**src/rtl/hova_trace_monitor_pkg.sv**
```systemverilog
// Shared constants and helpers for the Hova execution monitor.
package hova_mon_pkg;

  localparam int unsigned STAGE_W      = 3;
  localparam int unsigned DEF_CHANNELS = 2;

  // Channel 0 captures at stage 3 (PC), channel 1 at stage 4.
  localparam logic [DEF_CHANNELS*STAGE_W-1:0] DEF_CAP_STAGES = {3'd4, 3'd3};

  function automatic int unsigned clog2(input int unsigned value);
    int unsigned res;
    res = 0;
    for (int unsigned i = 0; i < 32; i++) begin
      if ((64'd1 << i) < 64'(value)) res = i + 1;
    end
    return res;
  endfunction

endpackage

```
**src/rtl/hova_trace_monitor_if.sv**
```systemverilog
// Core-side bus, display select and trace readout of the execution monitor.
interface hova_mon_if
  import hova_mon_pkg::*;
#(
  parameter int unsigned DATA_W   = 8,
  parameter int unsigned CHANNELS = 2
);

  logic                         ena;
  logic [DATA_W-1:0]            bus_in;
  logic [1:0]                   sel;
  logic                         trace_rd;
  logic [STAGE_W-1:0]           stage_out;
  logic [DATA_W-1:0]            disp_out;
  logic [CHANNELS*DATA_W-1:0]   chan_flat;
  logic [CHANNELS-1:0]          cap_valid;
  logic [15:0]                  loop_count;
  logic [DATA_W-1:0]            trace_data;
  logic                         trace_empty;
  logic                         trace_full;
  logic                         trace_overflow;
  logic                         halted;

  modport master (
    output ena, bus_in, sel, trace_rd,
    input  stage_out, disp_out, chan_flat, cap_valid, loop_count,
           trace_data, trace_empty, trace_full, trace_overflow, halted
  );

  modport slave (
    input  ena, bus_in, sel, trace_rd,
    output stage_out, disp_out, chan_flat, cap_valid, loop_count,
           trace_data, trace_empty, trace_full, trace_overflow, halted
  );

endinterface

```
**src/rtl/hova_trace_monitor_trace_fifo.sv**
```systemverilog
// Show-ahead branch-trace FIFO with registered status and sticky overflow.
module trace_fifo
  import hova_mon_pkg::*;
#(
  parameter int unsigned DEPTH  = 8,
  parameter int unsigned DATA_W = 8
) (
  input  logic              clk,
  input  logic              rst_n,
  input  logic              push,
  input  logic              pop,
  input  logic [DATA_W-1:0] din,
  output logic [DATA_W-1:0] dout,
  output logic              empty,
  output logic              full,
  output logic              overflow
);

  localparam int unsigned AW = clog2(DEPTH);

  logic [DATA_W-1:0] mem_q [DEPTH];
  logic [AW:0]       wr_q, wr_d, rd_q, rd_d, level_after_pop;
  logic [DATA_W-1:0] dout_q, dout_d;
  logic              empty_q, empty_d, full_q, full_d, ovf_q, ovf_d;
  logic              push_acc, pop_acc;

  // A pop at full frees the slot the simultaneous push lands in.
  always_comb begin
    pop_acc         = pop && !empty_q;
    push_acc        = push && (!full_q || pop);
    wr_d            = wr_q + (AW+1)'(push_acc);
    rd_d            = rd_q + (AW+1)'(pop_acc);
    level_after_pop = wr_q - rd_d;
    empty_d         = (wr_d == rd_d);
    full_d          = (wr_d[AW] != rd_d[AW]) && (wr_d[AW-1:0] == rd_d[AW-1:0]);
    ovf_d           = ovf_q || (push && !push_acc);
    dout_d          = dout_q;
    if (push_acc && (level_after_pop == '0)) dout_d = din;
    else if (level_after_pop != '0)          dout_d = mem_q[rd_d[AW-1:0]];
  end

  always_ff @(posedge clk) begin
    if (push_acc) mem_q[wr_q[AW-1:0]] <= din;
  end

  always_ff @(posedge clk) begin
    if (!rst_n) begin
      wr_q    <= '0;
      rd_q    <= '0;
      dout_q  <= '0;
      empty_q <= 1'b1;
      full_q  <= 1'b0;
      ovf_q   <= 1'b0;
    end else begin
      wr_q    <= wr_d;
      rd_q    <= rd_d;
      dout_q  <= dout_d;
      empty_q <= empty_d;
      full_q  <= full_d;
      ovf_q   <= ovf_d;
    end
  end

  assign dout     = dout_q;
  assign empty    = empty_q;
  assign full     = full_q;
  assign overflow = ovf_q;

endmodule

```
**src/rtl/hova_trace_monitor.sv**
```systemverilog
// Hova execution monitor: stage tracking, per-stage bus capture, branch trace and halt detect.
module hova_trace_monitor
  import hova_mon_pkg::*;
#(
  parameter int unsigned NUM_STAGES = 5,
  parameter int unsigned DATA_W     = 8,
  parameter int unsigned CHANNELS   = 2,
  parameter logic [CHANNELS*STAGE_W-1:0] CAP_STAGES = (CHANNELS*STAGE_W)'(DEF_CAP_STAGES),
  parameter int unsigned TRACE_CH   = 0,
  parameter int unsigned DEPTH      = 8,
  parameter int unsigned HALT_COUNT = 4
) (
  input  logic     tt_clk,
  input  logic     tt_rst_n,
  hova_mon_if.slave mon
);

  localparam int unsigned HCW = clog2(HALT_COUNT) + 1;
  localparam logic [STAGE_W-1:0] LAST_STAGE = STAGE_W'(NUM_STAGES - 1);
  localparam logic [HCW-1:0]     HALT_AT    = HCW'(HALT_COUNT - 1);

  logic [STAGE_W-1:0]               stage_q, stage_d;
  logic [15:0]                      loop_q, loop_d;
  logic [CHANNELS-1:0]              cap_hit, cap_valid_q;
  logic [CHANNELS-1:0][DATA_W-1:0]  chan_q, chan_d;
  logic [HCW-1:0]                   halt_cnt_q, halt_cnt_d;
  logic                             first_q, first_d, halted_q, halted_d;
  logic                             push_c;
  logic [DATA_W-1:0]                prev_c, disp_c;

  for (genvar k = 0; k < CHANNELS; k++) begin : g_cap
    assign cap_hit[k] = mon.ena && (stage_q == CAP_STAGES[k*STAGE_W +: STAGE_W]);
    assign chan_d[k]  = cap_hit[k] ? mon.bus_in : chan_q[k];
  end

  // The trace channel register only changes on its own captures, so it is the previous PC.
  assign prev_c = chan_q[TRACE_CH];

  always_comb begin
    stage_d    = stage_q;
    loop_d     = loop_q;
    first_d    = first_q;
    halt_cnt_d = halt_cnt_q;
    halted_d   = halted_q;
    push_c     = 1'b0;
    if (mon.ena) begin
      if (stage_q == LAST_STAGE) begin
        stage_d = '0;
        loop_d  = loop_q + 16'd1;
      end else begin
        stage_d = stage_q + STAGE_W'(1);
      end
    end
    if (cap_hit[TRACE_CH]) begin
      first_d = 1'b0;
      push_c  = first_q || (mon.bus_in != prev_c + DATA_W'(1));
      if (!first_q && (mon.bus_in == prev_c)) begin
        if (halt_cnt_q != HALT_AT) halt_cnt_d = halt_cnt_q + HCW'(1);
      end else begin
        halt_cnt_d = '0;
      end
      if (halt_cnt_d == HALT_AT) halted_d = 1'b1;
    end
  end

  always_ff @(posedge tt_clk) begin
    if (!tt_rst_n) begin
      stage_q     <= '0;
      loop_q      <= '0;
      chan_q      <= '0;
      cap_valid_q <= '0;
      halt_cnt_q  <= '0;
      first_q     <= 1'b1;
      halted_q    <= 1'b0;
    end else begin
      stage_q     <= stage_d;
      loop_q      <= loop_d;
      chan_q      <= chan_d;
      cap_valid_q <= cap_hit;
      halt_cnt_q  <= halt_cnt_d;
      first_q     <= first_d;
      halted_q    <= halted_d;
    end
  end

  // Out-of-range selects fall back to channel 0.
  always_comb begin
    disp_c = chan_q[0];
    for (int k = 0; k < CHANNELS; k++) begin
      if (mon.sel == 2'(k)) disp_c = chan_q[k];
    end
  end

  trace_fifo #(
    .DEPTH  (DEPTH),
    .DATA_W (DATA_W)
  ) u_trace_fifo (
    .clk      (tt_clk),
    .rst_n    (tt_rst_n),
    .push     (push_c),
    .pop      (mon.trace_rd),
    .din      (mon.bus_in),
    .dout     (mon.trace_data),
    .empty    (mon.trace_empty),
    .full     (mon.trace_full),
    .overflow (mon.trace_overflow)
  );

  assign mon.stage_out  = stage_q;
  assign mon.disp_out   = disp_c;
  assign mon.chan_flat  = chan_q;
  assign mon.cap_valid  = cap_valid_q;
  assign mon.loop_count = loop_q;
  assign mon.halted     = halted_q;

endmodule
```
**src/flat_wrapper.sv**
```systemverilog
// flat-port wrapper written by rule: the top's interface ports become plain ports
module hova_trace_monitor_flat import hova_mon_pkg::*;
#(
  parameter int unsigned NUM_STAGES = 5,
  parameter int unsigned DATA_W     = 8,
  parameter int unsigned CHANNELS   = 2,
  parameter logic [CHANNELS*STAGE_W-1:0] CAP_STAGES = (CHANNELS*STAGE_W)'(DEF_CAP_STAGES),
  parameter int unsigned TRACE_CH   = 0,
  parameter int unsigned DEPTH      = 8,
  parameter int unsigned HALT_COUNT = 4
)
  (tt_clk, tt_rst_n, mon_ena, mon_bus_in, mon_sel, mon_trace_rd, mon_stage_out, mon_disp_out, mon_chan_flat, mon_cap_valid, mon_loop_count, mon_trace_data, mon_trace_empty, mon_trace_full, mon_trace_overflow, mon_halted);
  hova_mon_if #(.DATA_W(DATA_W), .CHANNELS(CHANNELS)) mon_i ();
  input  logic tt_clk;
  input  logic tt_rst_n;
  input wire logic [$bits(mon_i.ena)-1:0] mon_ena;
  input wire logic [$bits(mon_i.bus_in)-1:0] mon_bus_in;
  input wire logic [$bits(mon_i.sel)-1:0] mon_sel;
  input wire logic [$bits(mon_i.trace_rd)-1:0] mon_trace_rd;
  output wire logic [$bits(mon_i.stage_out)-1:0] mon_stage_out;
  output wire logic [$bits(mon_i.disp_out)-1:0] mon_disp_out;
  output wire logic [$bits(mon_i.chan_flat)-1:0] mon_chan_flat;
  output wire logic [$bits(mon_i.cap_valid)-1:0] mon_cap_valid;
  output wire logic [$bits(mon_i.loop_count)-1:0] mon_loop_count;
  output wire logic [$bits(mon_i.trace_data)-1:0] mon_trace_data;
  output wire logic [$bits(mon_i.trace_empty)-1:0] mon_trace_empty;
  output wire logic [$bits(mon_i.trace_full)-1:0] mon_trace_full;
  output wire logic [$bits(mon_i.trace_overflow)-1:0] mon_trace_overflow;
  output wire logic [$bits(mon_i.halted)-1:0] mon_halted;
  assign mon_i.ena = mon_ena;
  assign mon_i.bus_in = mon_bus_in;
  assign mon_i.sel = mon_sel;
  assign mon_i.trace_rd = mon_trace_rd;
  assign mon_stage_out = mon_i.stage_out;
  assign mon_disp_out = mon_i.disp_out;
  assign mon_chan_flat = mon_i.chan_flat;
  assign mon_cap_valid = mon_i.cap_valid;
  assign mon_loop_count = mon_i.loop_count;
  assign mon_trace_data = mon_i.trace_data;
  assign mon_trace_empty = mon_i.trace_empty;
  assign mon_trace_full = mon_i.trace_full;
  assign mon_trace_overflow = mon_i.trace_overflow;
  assign mon_halted = mon_i.halted;
  hova_trace_monitor #(.NUM_STAGES(NUM_STAGES), .DATA_W(DATA_W), .CHANNELS(CHANNELS), .CAP_STAGES(CAP_STAGES), .TRACE_CH(TRACE_CH), .DEPTH(DEPTH), .HALT_COUNT(HALT_COUNT)) u_core (.tt_clk(tt_clk), .tt_rst_n(tt_rst_n), .mon(mon_i));
endmodule
```
**config.mk**
```make
export PLATFORM = sky130hd
export DESIGN_NAME = hova_trace_monitor_flat
export DESIGN_NICKNAME = d
export VERILOG_FILES = /design/src/rtl/hova_trace_monitor_pkg.sv /design/src/rtl/hova_trace_monitor_if.sv /design/src/rtl/hova_trace_monitor_trace_fifo.sv /design/src/rtl/hova_trace_monitor.sv /design/src/flat_wrapper.sv
export SDC_FILE = /design/constraint.sdc
export NUM_CORES = 1
export LEC_CHECK = 0
export ABC_CLOCK_PERIOD_IN_PS = 4000
export CORE_MARGIN = 2
export CORE_UTILIZATION = 50
export DETAILED_ROUTE_END_ITERATION = 12
export DONT_BUFFER_PORTS = 1
export GPL_TIMING_DRIVEN = 0
export MAX_ROUTING_LAYER = met4
export PLACE_DENSITY = 0.66
export SYNTH_ARGS = -nofsm -noshare
export SYNTH_HDL_FRONTEND = slang
export SYNTH_HIERARCHICAL = 1
export SYNTH_SLANG_ARGS = --single-unit
```
**constraint.sdc**
```tcl
create_clock -name tt_clk -period 4 [get_ports tt_clk]
set_clock_uncertainty 0.05 [all_clocks]
set_input_delay 0 -clock tt_clk [delete_from_list [all_inputs] [get_ports tt_clk]]
set_output_delay 0 -clock tt_clk [all_outputs]
set_load 0.02 [all_outputs]
```
# Word-level counts from Yosys, hierarchy flattened
# Memory sizes are Yosys's and may differ from the RTL's.
# Cells that the tools add are included.
# classes
n_eq_ne	10
n_mux	10
addsub	7
reduce_logical	20
# ops
op	n
two-way mux 8 bit	3
adder 16 x 1 -> 16 bit, second input constant	1
two-way mux 3 bit	4
adder 4 x 1 -> 4 bit	2
adder 8 x 1 -> 8 bit, second input constant	1
== test 8 bit	1
logical AND 1 bit	8
!= test 8 bit	1
adder 3 x 1 -> 3 bit, second input constant	2
== test 3 x 2 -> 1 bit, second input constant	2
== test 4 bit	1
logical NOT 1 bit	4
logical NOT 4 bit	1
AND reduction 2 bit	2
nonzero test 4 bit	1
subtractor 4 bit	1
== test 3 bit	1
== test 3 bit, second input constant	1
logical OR 1 bit	3
two-way mux 1 bit	3
!= test 3 x 2 -> 1 bit, second input constant	1
== test 2 x 1 -> 1 bit, second input constant	1
nonzero test 2 bit	1
!= test 1 bit	1
# word_totals
output_inout_bits	57
in_bits	14
register_bits	61
mem_count	1
wordCells	62
ram_bits	64
# memory_table
memory	depth	word_bits	read_ports	rd_ports_with_merged_regs	write_ports	line_no	text
u_core.u_trace_fifo.mem_q	8	8	1	0	1	hova_trace_monitor_trace_fifo.sv:21	logic [DATA_W-1:0] mem_q [DEPTH];

# Logic depth before layout (Yosys ltp)
# Gate-level depths: netlist of run 1.
# logic_depth
word_depth	8
ltp_mapped	15
ltp_nobuf	14

# By module
# Netlist of run 1, hierarchy kept.
# modules_own_cells
module	cells_each	area_per_inst_um2	n_inst
trace_fifo	214	3527.1	1
hova_trace_monitor	246	2149.6	1

# Worst setup path after synthesis of run 1
# OpenSTA, ideal clock, no wires.
# synth_timing
kind	flip-flop to flip-flop
from	register u_core.chan_q, in the netlist u_core/prev_c[0]
to	memory u_core.u_trace_fifo.mem_q[0][0] (enable)
setup_ns	0.395
period_less_slack_ns	3.213
required_ns	3.555
path_stages_with_launch	10
arrival_time_ns	2.768
setup_slack_ns	0.787
path_cell_list	dfxtp_1 > ha_1 > and2_1 > nor2b_1 > o311ai_0 > o31ai_1 > a41oi_1 > nand2_1 > buf_2 > nor4_1
# synth_via
elab_chain_cells	7
# synth_rtl
element	line_no	text
from (decl)	hova_trace_monitor.sv:25	logic [CHANNELS-1:0][DATA_W-1:0] chan_q, chan_d;
from (signal assigned)	hova_trace_monitor.sv:78	chan_q <= chan_d;
adder 8 x 1 -> 8 bit	hova_trace_monitor.sv:56	push_c = first_q || (mon.bus_in != prev_c + DATA_W'(1));
!= test 8 bit	hova_trace_monitor.sv:56	
logical OR 1 bit	hova_trace_monitor.sv:56	
two-way mux 1 bit	hova_trace_monitor.sv:54	if (cap_hit[TRACE_CH]) begin
via u_core.push_c	hova_trace_monitor.sv:28	logic push_c;
logical AND 1 bit	hova_trace_monitor_trace_fifo.sv:30	push_acc = push && (!full_q || pop);
two-way mux 1 bit	hova_trace_monitor_trace_fifo.sv:43	if (push_acc) mem_q[wr_q[AW-1:0]] <= din;
two-way mux 1 bit (not written as such)	hova_trace_monitor_trace_fifo.sv:43	
to (decl)	hova_trace_monitor_trace_fifo.sv:21	
# The timed path passes the listed nets, and every way through them passes these cells.

# Worst setup path in the final report of run 1
# layout_timing
from	register u_core.chan_q, in the netlist u_core/prev_c[0]
to	memory u_core.u_trace_fifo.mem_q[7][4] (enable)
# Same word-level chain as after synthesis.

==> metrics, run 1 <==
synthesized net count 486; number of cell rows 38; HP Start tt_rst_n; outcome finished clean; first-pass GRT wire length 19600 um; Min Clock Period, post-route 3780 ps; max_slew headroom 37.8%; Cells after DPL 602; Crit path max-delay family simple AND/OR/NAND/NOR gates; Post-Synthesis Cells 460; WHS 30.1 ps; clock-pin slew on the worst setup and hold paths 50 ps; Distinct cells, synth 51; core area 0.0109 mm2; Seq/Total Area, Yosys 55.4%; Clock Latency Late Sink 410 ps; Worst Hold Endpoint u_core/u_trace_fifo/dout[3]; fmax 265 MHz; most frequent cell after synthesis nand2_1; HPWL after detailed placement 7990 um; synth top area cells edfxtp_1 (34%), dfxtp_1 (22%), mux4_2 (6.3%), mux2_2 (4.8%), nand2_1 (4.7%); total CTS buffers 17; number of diodes 0; Arrival @ worst endpoint 3760 ps; Remaining Overflow, GRT 0; fin area 0.00657 mm2; final worst path period share 94.4%; RR Startpoint u_core/prev_c[0]; critical path fanouts, max 10; RePlAce Congestion 0.751; DRT Pass-1 Iters 5; #FFs+latches synth 125; largest net degree at the start of global routing 17; 1st-iter DRT viols 224; Clock Tree Root clkbuf_16; drt total wl 12200 um; Non-Filler Instances 645; leakage 2.30 nW; total power 0.00299 W; initial antenna violation count 0; count of flip-flops with a built-in enable after synthesis 64; vias 3610; setup repair after global routing missed its margin true; Avg Cell Area, Syn 12.3 um2; vias in the first global route 3633; overall routing resource usage 21.5%; worst path bufs/invs 2; Layout area overhead 15.7%; post-synth top area share 33.9%; final setup fails 0; Antenna Nets Post-Route 0; CP cell instances ha_1, and2_1, nor2b_1, o311ai_0, o31ai_1, a41oi_2, nand2_1, buf_2, inv_1, nand2_1, nor2_1; startpoint types flop; CTS Buffer Depth 2; Die ar. 0.0122 mm2; IR drop worst, VDD 0.417 mV; slowest CP cell nor2_1; CP max stage delay 750 ps; PnR worst setup slack 225 ps; area leader, netlist edfxtp_1; worst-margin pin slew 930 ps; Final nets 518; fill count 884; Crit. End Element flop; YS warnings 6; Die Wd 111 um; worst hold stages 3; Synth top cells by count nand2_1 (71), edfxtp_1 (64), dfxtp_1 (61), mux2_2 (24), a21boi_0 (22); CTS tree yes; WS Path Type reg2reg; Tightest Hold Check Type in2reg; Ports 71; Die Y 111 um; DP Worst Slack -67.0 ps; CP dominant cell by count nand2_1; mapped cell area 0.00568 mm2; Post-synth ARST share 0%; FF-to-FF End u_core/u_trace_fifo/mem_q[7][4]; Crit path depth 11; Max-Cap Viols 0; CP Data Required Time 3980 ps; setup slack, reg-to-reg 220 ps; ratio of cells with drive above 1 in the final layout 18.4%; IO buf count 0; final hold vios 0; Final Max Slew Viols 0; Cell Area, Placed 0.00587 mm2; DRC Markers 0; most common flop cell mapped by yosys edfxtp_1; vias per cell 5.60; Post-CTS Setup Bufs 0; R2R cell count 11; Routed WL per cell 19.0 um; power density cells 455 mW/mm2; Initial Util 51.9%; Clock Sinks 125; H-tree Lvls 4
==> worst max path at each step <==
stage | startpoint | slack [ps] | endpoint
2_1_floorplan | u_core/prev_c[0] | 790 | u_core/u_trace_fifo/mem_q[0][0]
3_3_place_gp | u_core/prev_c[0] | -340 | u_core/u_trace_fifo/mem_q[0][4]
3_5_place_dp | u_core/prev_c[0] | -70 | u_core/u_trace_fifo/mem_q[1][4]
4_1_cts | u_core/prev_c[0] | 40 | u_core/u_trace_fifo/mem_q[6][5]
5_1_grt | u_core/prev_c[0] | -10 | u_core/u_trace_fifo/mem_q[4][4]
6_report | u_core/prev_c[0] | 220 | u_core/u_trace_fifo/mem_q[7][4]
==> placed cells by master (no fill, tap or decap), types with 12 or more instances in the layout <==
cell / n
clkbuf_16: 17
clkbuf_1: 19
a21boi_0: 22
xor2_1: 13
nand2_1: 71
mux2i_1: 12
and2_1: 17
ha_1: 12
xnor2_1: 20
mux4_2: 16
mux2_2: 24
edfxtp_1: 64
dfxtp_1: 61
==> worst register-to-register path, delay by kind of cell, from the launching register on <==
family | cells | cell delay (ps)
simple gates | 5 | 1360
compound gates | 3 | 850
flops | 1 | 440
buf+inv | 2 | 380
fa+ha+maj | 1 | 320
==> through the flow <==
| step | setup TNS [ps] | util [%] |
|---|---|---|
| 2_1_floorplan | 0 | - |
| 3_3_place_gp | -4290 | 53.5 |
| 3_5_place_dp | -1160 | 53.7 |
| 4_1_cts | 0 | 60.0 |
| 5_1_grt | -105 | 60.1 |
| 6_report | 0 | 60.1 |
==> sequential cells by signal, indices dropped and copies added, names as in the netlist, 4 cells and up <==
signal                     flops
u_core/mon.chan_flat           8
u_core/u_trace_fifo/wr_q       4
u_core/u_trace_fifo/dout       8
u_core/u_trace_fifo/mem_q     64
u_core/u_trace_fifo/rd_q       4
u_core/mon.loop_count         16
u_core/prev_c                  8
==> per-layer routing <==
layer | GRT usage (%) | share of wire, % | vias up
li1 | - | - | 1720
met5 | - | 0 | -
met1 | 26.5 | 44 | 1767
met4 | 8.50 | 1.9 | 0
met3 | 6.97 | 5.2 | 23
met2 | 33.0 | 49 | 100
==> layout make-up <==
type	count	area [um2]	share of cell area [%]
clock inverter	8	92.6	1.41
timing repair buffer	13	123	1.87
clock buffer	24	472	7.18
inverter	9	33.8	0.514
sequential	125	3140	47.8
buffer	23	113	1.71
tap	140	175	2.67
multi-input combinational	303	2420	36.8
==> what timing repair did <==
action                                  4_1_cts  5_1_grt
resized for setup                             3        2
endpoints found under the setup margin       24       31
hold buffers                                 11        0
hold endpoints to repair                    106        0
==> cells by family (layout without fill, tap and decap cells) <==
group / after synthesis / in the layout / synth area share, %
flip-flops: 125 / 125 / 55.4
adder cells (fa/ha/maj): 12 / 12 / 2.64
AND/OR/NAND/NOR: 160 / 160 / 14.4
buffers and inverters: 32 / 77 / 2.58
XOR/XNOR: 36 / 36 / 6.11
multiplexers: 52 / 52 / 13.2
AO/OA/AOI/OAI: 43 / 43 / 5.71
==> where the power goes <==
group	total (W)	switching [W]	internal (W)
combinational	0.000136	0.0000733	0.0000623
sequential	0.00138	0.0000249	0.00136
clock	0.00147	0.000523	0.000943
total	0.00299	0.000622	0.00237
Power figures use the tool's default switching activity.
==> inputs of run 2 (changes only) <==
--- a/config.mk
+++ b/config.mk
@@ -5,6 +5,7 @@
 export SDC_FILE = /design/constraint.sdc
 export NUM_CORES = 1
 export LEC_CHECK = 0
+export ABC_AREA = 1
 export ABC_CLOCK_PERIOD_IN_PS = 4000
 export CORE_MARGIN = 2
 export CORE_UTILIZATION = 50
==> run 2 against run 1 <==
  * Non-clock buffer count down 6
  * Highest routed layer unchanged
  * Synthesized area up 2.5%
  * Die area up 2.4%
==> metrics, run 2 <==
Sw Pwr 0.000676 W; fill count 949; Final Max Slew Viols 0; total CTS buffers 17; vias in the first global route 4490; CP Data Required Time 3990 ps; PnR worst setup slack 520 ps; worst-margin pin slew 859 ps; TNS Setup 0 ps; vias per cell 5.56; startpoint types flop; leakage 2.70 nW; synthesized net count 670; post-synth top area share 33.0%; CTS tree yes; Routed WL per cell 16.9 um; YS warnings 6; Post-CTS Setup Bufs 0; Cells after DPL 787; IO buf count 0; Seq/Total Area, Yosys 54.0%; drt total wl 14000 um; vias 4616; Avg Cell Area, Syn 9.03 um2; Antenna Nets Post-Route 0; clock-pin slew on the worst setup and hold paths 50 ps; Die Wd 112 um; CTS Buffer Depth 2; Die Y 112 um; number of diodes 0; 1st-iter DRT viols 279; critical path fanouts, max 10; largest net degree at the start of global routing 17; core area 0.0114 mm2; Crit. End Element flop; HPWL after detailed placement 9590 um; Max-Cap Viols 0; final setup fails 0; IR drop worst, VDD 0.261 mV; final hold vios 0; WS Path Type reg2reg; combinational group share of total power 5.7%; commonest non-fill, non-tap cell in the layout nand2_1; outcome finished clean; Largest register FFs 64; switch share 21.8%; internal power 0.00243 W; mapped cell area 0.00582 mm2; max_slew headroom 42.5%; Remaining Overflow, GRT 0; synth top area cells edfxtp_1 (33%), dfxtp_1 (21%), nand2_1 (9.2%), inv_1 (4.8%), a21oi_1 (4.4%); Seq pwr share 45.4%; number of cell rows 39; Final nets 700; Clock Tree Root clkbuf_16; RePlAce Congestion 0.900; commonest non-fill, non-tap cells in the layout nand2_1 (142), inv_1 (74), edfxtp_1 (64), dfxtp_1 (61), nor2_1 (60); power density cells 464 mW/mm2; cts hold-fix bufs 11; DRT Pass-1 Iters 5; Die ar. 0.0125 mm2; area leader, netlist edfxtp_1; initial antenna violation count 0; Ports 71; most common flop cell mapped by yosys edfxtp_1; H-tree Lvls 4; Post-synth ARST share 0%; # resized after CTS 0; setup repair after global routing missed its margin false; overall routing resource usage 23.4%; WHS 20.8 ps; Arrival @ worst endpoint 3460 ps; Post-Synthesis Cells 644; Min Clock Period, post-route 3480 ps; Tightest Hold Check Type in2reg; DRC Markers 0; Clock Latency Late Sink 420 ps; Initial Util 51.2%; DP Worst Slack 603 ps; fmax 287 MHz; post-layout util 58.9%; Clock power frac 49.0%; Non-Filler Instances 830; final worst path period share 87.0%; count of flip-flops with a built-in enable after synthesis 64; ratio of cells with drive above 1 in the final layout 10.6%; Clock Sinks 125; Distinct cells, synth 42; Layout area overhead 15.0%; #FFs+latches synth 125; first-pass GRT wire length 22200 um; Synth top cells by count nand2_1 (142), inv_1 (74), edfxtp_1 (64), dfxtp_1 (61), nor2_1 (60); most frequent cell after synthesis nand2_1
[run 2: cell types whose count changed after synthesis, moves of 16 or more]
cell / previous run / this run
o21ai_0: 8 / 35
a21oi_1: 1 / 51
and2_1: 17 / 0
nand2_1: 71 / 142
nor2_1: 7 / 60
mux2_2: 24 / 0
mux4_2: 16 / 0
a21boi_0: 22 / 0
inv_1: 9 / 74
[run 2: metal layers]
metal / vias up / wire length (um) / global-route usage (%)
li1: 2229 / - / -
met5: - / 0 / -
met4: 0 / 369 / 9.71
met1: 2166 / 5760 / 27.2
met3: 41 / 940 / 6.04
met2: 180 / 6950 / 38.8
[run 2: through the flow]
step / area (um2) / total power [W]
after floorplan: 5820 / 0.00155
after global placement: 6000 / 0.00158
after detailed placement: 6000 / 0.00159
after CTS: 6690 / 0.00313
after global routing: 6690 / 0.00320
final: 6690 / 0.00311
[run 2: power groups by stage]
stage	registers [W]	clock network (W)	logic (W)
floorplan	0.00143	0	0.000117
global placement	0.00143	0	0.000146
detailed placement	0.00144	0	0.000150
CTS	0.00141	0.00155	0.000176
global route	0.00141	0.00159	0.000199
finish	0.00141	0.00152	0.000177
[run 2: cells by family after synthesis]
family | synth area share, %
AO/OA/AOI/OAI | 12.0
AND/OR/NAND/NOR | 22.0
buffers and inverters | 6.82
XOR/XNOR | 2.54
flip-flops | 54.0
adder cells (fa/ha/maj) | 2.58
[run 2: path summary, 6_finish.rpt]
check / start / endpoint / slack, ps / cells past startpoint
max: u_core/prev_c[1] / u_core/u_trace_fifo/mem_q[7][7] / 520 / 11
min: tt_rst_n / u_core/mon.loop_count[7] / 20 / 3
max reg2reg: u_core/prev_c[1] / u_core/u_trace_fifo/mem_q[7][7] / 520 / 11
min reg2reg: u_core/halt_cnt_q[2] / u_core/halt_cnt_q[2] / 420 / 2
[run 2: area by class of cell]
type | count | area, um2 | area share [%]
tap | 143 | 179 | 2.67
buffer | 19 | 98.8 | 1.48
timing repair buffer | 11 | 110 | 1.65
clock inverter | 9 | 118 | 1.76
clock buffer | 23 | 468 | 6.99
inverter | 78 | 298 | 4.45
sequential | 125 | 3140 | 47.0
multi-input combinational | 422 | 2280 | 34.0
[run 2: worst max-delay path, cell delays in order, from the launching register on]
cell,delay [ps]
dfxtp_1,560
ha_1,260
nand3_1,130
nor2_1,180
xnor2_1,110
nand3_1,90
nor2_1,40
nor2_1,320
nand2_2,270
inv_1,240
nand2_1,150
nor2_1,680
==> inputs of run 3 (changes only) <==
--- a/config.mk
+++ b/config.mk
@@ -11,7 +11,6 @@
 export CORE_UTILIZATION = 50
 export DETAILED_ROUTE_END_ITERATION = 12
 export DONT_BUFFER_PORTS = 1
-export GPL_TIMING_DRIVEN = 0
 export MAX_ROUTING_LAYER = met4
 export PLACE_DENSITY = 0.66
 export SYNTH_ARGS = -nofsm -noshare
==> run 3 against run 2 <==
  * Total power up 0.28%
  * Register-to-register slack better by 320 ps
  * Sequential cell count unchanged
  * Worst setup slack improved by 320 ps
  * Via count is 0.30% lower
  * First-iteration DRC count is 5.4% higher
  * Design area is essentially flat
  * Critical endpoint is now u_core/u_trace_fifo/empty
==> metrics, run 3 (synthesized netlist as in run 2, its figures left out) <==
outcome finished clean; # resized after CTS 0; CP Data Required Time 4210 ps; Remaining Overflow, GRT 0; core area 0.0114 mm2; Tightest Hold Check Type in2reg; drt total wl 14000 um; setup repair after global routing missed its margin false; Final nets 693; DRT Pass-1 Iters 5; RePlAce Congestion 0.952; CTS tree yes; Clock Tree Root clkbuf_16; TNS Setup 0 ps; final worst path period share 78.9%; largest net degree at the start of global routing 36; power density cells 465 mW/mm2; DRC Markers 0; Largest register FFs 64; Clock Latency Late Sink 420 ps; max_slew headroom 22.6%; initial antenna violation count 0; Post-CTS Setup Bufs 0; IR drop worst, VDD 0.333 mV; clock-pin slew on the worst setup and hold paths 60 ps; total CTS buffers 17; CP dominant cell by count nor2_1; Crit path max-delay family simple AND/OR/NAND/NOR gates; startpoint types flop; CP cell instances ha_1, nand3_1, nor2_1, xnor2_1, nand3_1, nor2_1, nor2_1, nand2_2, inv_1, ha_1, ha_1, xnor2_1, xor2_1, nor2_1, nand2_1, nand2_1; worst-margin pin slew 1160 ps; Ports 71; number of diodes 0; number of cell rows 39; Layout area overhead 15.1%; first-pass GRT wire length 22700 um; final hold vios 0; slowest CP cell dfxtp_1; HPWL after detailed placement 9250 um; ratio of cells with drive above 1 in the final layout 11.6%; leakage 2.70 nW; PnR worst setup slack 842 ps; Final Max Slew Viols 0; fill count 986; Initial Util 51.2%; Die ar. 0.0125 mm2; fmax 317 MHz; vias 4602; IO buf count 0; vias per cell 5.59; Antenna Nets Post-Route 0; vias in the first global route 4445; H-tree Lvls 4; CTS Buffer Depth 2; Arrival @ worst endpoint 3370 ps; worst path bufs/invs 1; Routed WL per cell 17.1 um; DP Worst Slack 930 ps; Die Y 112 um; Max-Cap Viols 0; overall routing resource usage 24.1%; Crit. End Element flop; CP max stage delay 550 ps; commonest non-fill, non-tap cells in the layout nand2_1 (142), inv_1 (74), edfxtp_1 (64), dfxtp_1 (61), nor2_1 (60); final setup fails 0; Min Clock Period, post-route 3160 ps; 1st-iter DRT viols 294; critical path fanouts, max 10; commonest non-fill, non-tap cell in the layout nand2_1; WS Path Type reg2reg; Die Wd 112 um; post-layout util 58.9%; Clock Sinks 125
run 3: cell count changes in the layout (fill, tap and decap cells not counted), sizes merged:
cell | before | now
inv | 77 | 78
clkinvlp | 0 | 5
clkbuf | 32 | 17
buf | 10 | 11
dlygate4sd3 | 11 | 12
run 3: final cells by class:
| type | instances | area, um2 | area share, % |
|---|---|---|---|
| clock buffers | 17 | 425 | 6.35 |
| repair buffers | 23 | 203 | 3.03 |
| well taps | 143 | 179 | 2.67 |
| flip-flops and latches | 125 | 3140 | 46.9 |
| inverters | 78 | 298 | 4.45 |
| clock inverters | 15 | 173 | 2.58 |
| multi-input cells | 422 | 2280 | 34.0 |
run 3: worst min-delay path: stages:
cell	delay, ps
nand2_1	30
nand2_1	110
nor2_1	50
nand2_1	50
nor2_1	70
nand3_1	70
a21oi_1	50
run 3: path summary, 6_finish.rpt:
check             slack [ps]  cells after the start            startpoint                   endpoint
setup / recovery         840                     16      u_core/prev_c[1]  u_core/u_trace_fifo/empty
hold / removal            30                      7         mon_bus_in[7]       u_core/halt_cnt_q[1]
setup reg to reg         840                     16      u_core/prev_c[1]  u_core/u_trace_fifo/empty
hold reg to reg          440                      2  u_core/halt_cnt_q[2]       u_core/halt_cnt_q[2]
run 3: power by group:
group	switching [W]	internal, W	total (W)
combinational	0.000116	0.0000551	0.000171
clock	0.000560	0.000974	0.00153
sequential	0.0000410	0.00137	0.00141
total	0.000717	0.00240	0.00311
run 3: timing repair:
item | 4_1_cts | 5_1_grt
hold endpoints to repair | 125 | 0
setup endpoints to repair | 0 | 0
hold buffers | 12 | 0
run 3: metal layers:
metal / up-vias / GRT usage [%] / wire (um)
met4: 0 / 8.56 / 287
met1: 2199 / 28.9 / 5980
met3: 24 / 6.75 / 811
li1: 2219 / - / -
met5: - / - / 0
met2: 160 / 39.3 / 6960
run 3: per-stage QoR:
stage	instances	total power, W	hold slack (ps)	cell area (um2)
3_3_place_gp	779	0.00157	25.7	5980
4_1_cts	823	0.00314	9.75	6700
3_5_place_dp	779	0.00158	25.6	5980
5_1_grt	823	0.00322	67.8	6700
6_report	823	0.00311	33.9	6700
2_1_floorplan	644	0.00155	45.6	5820
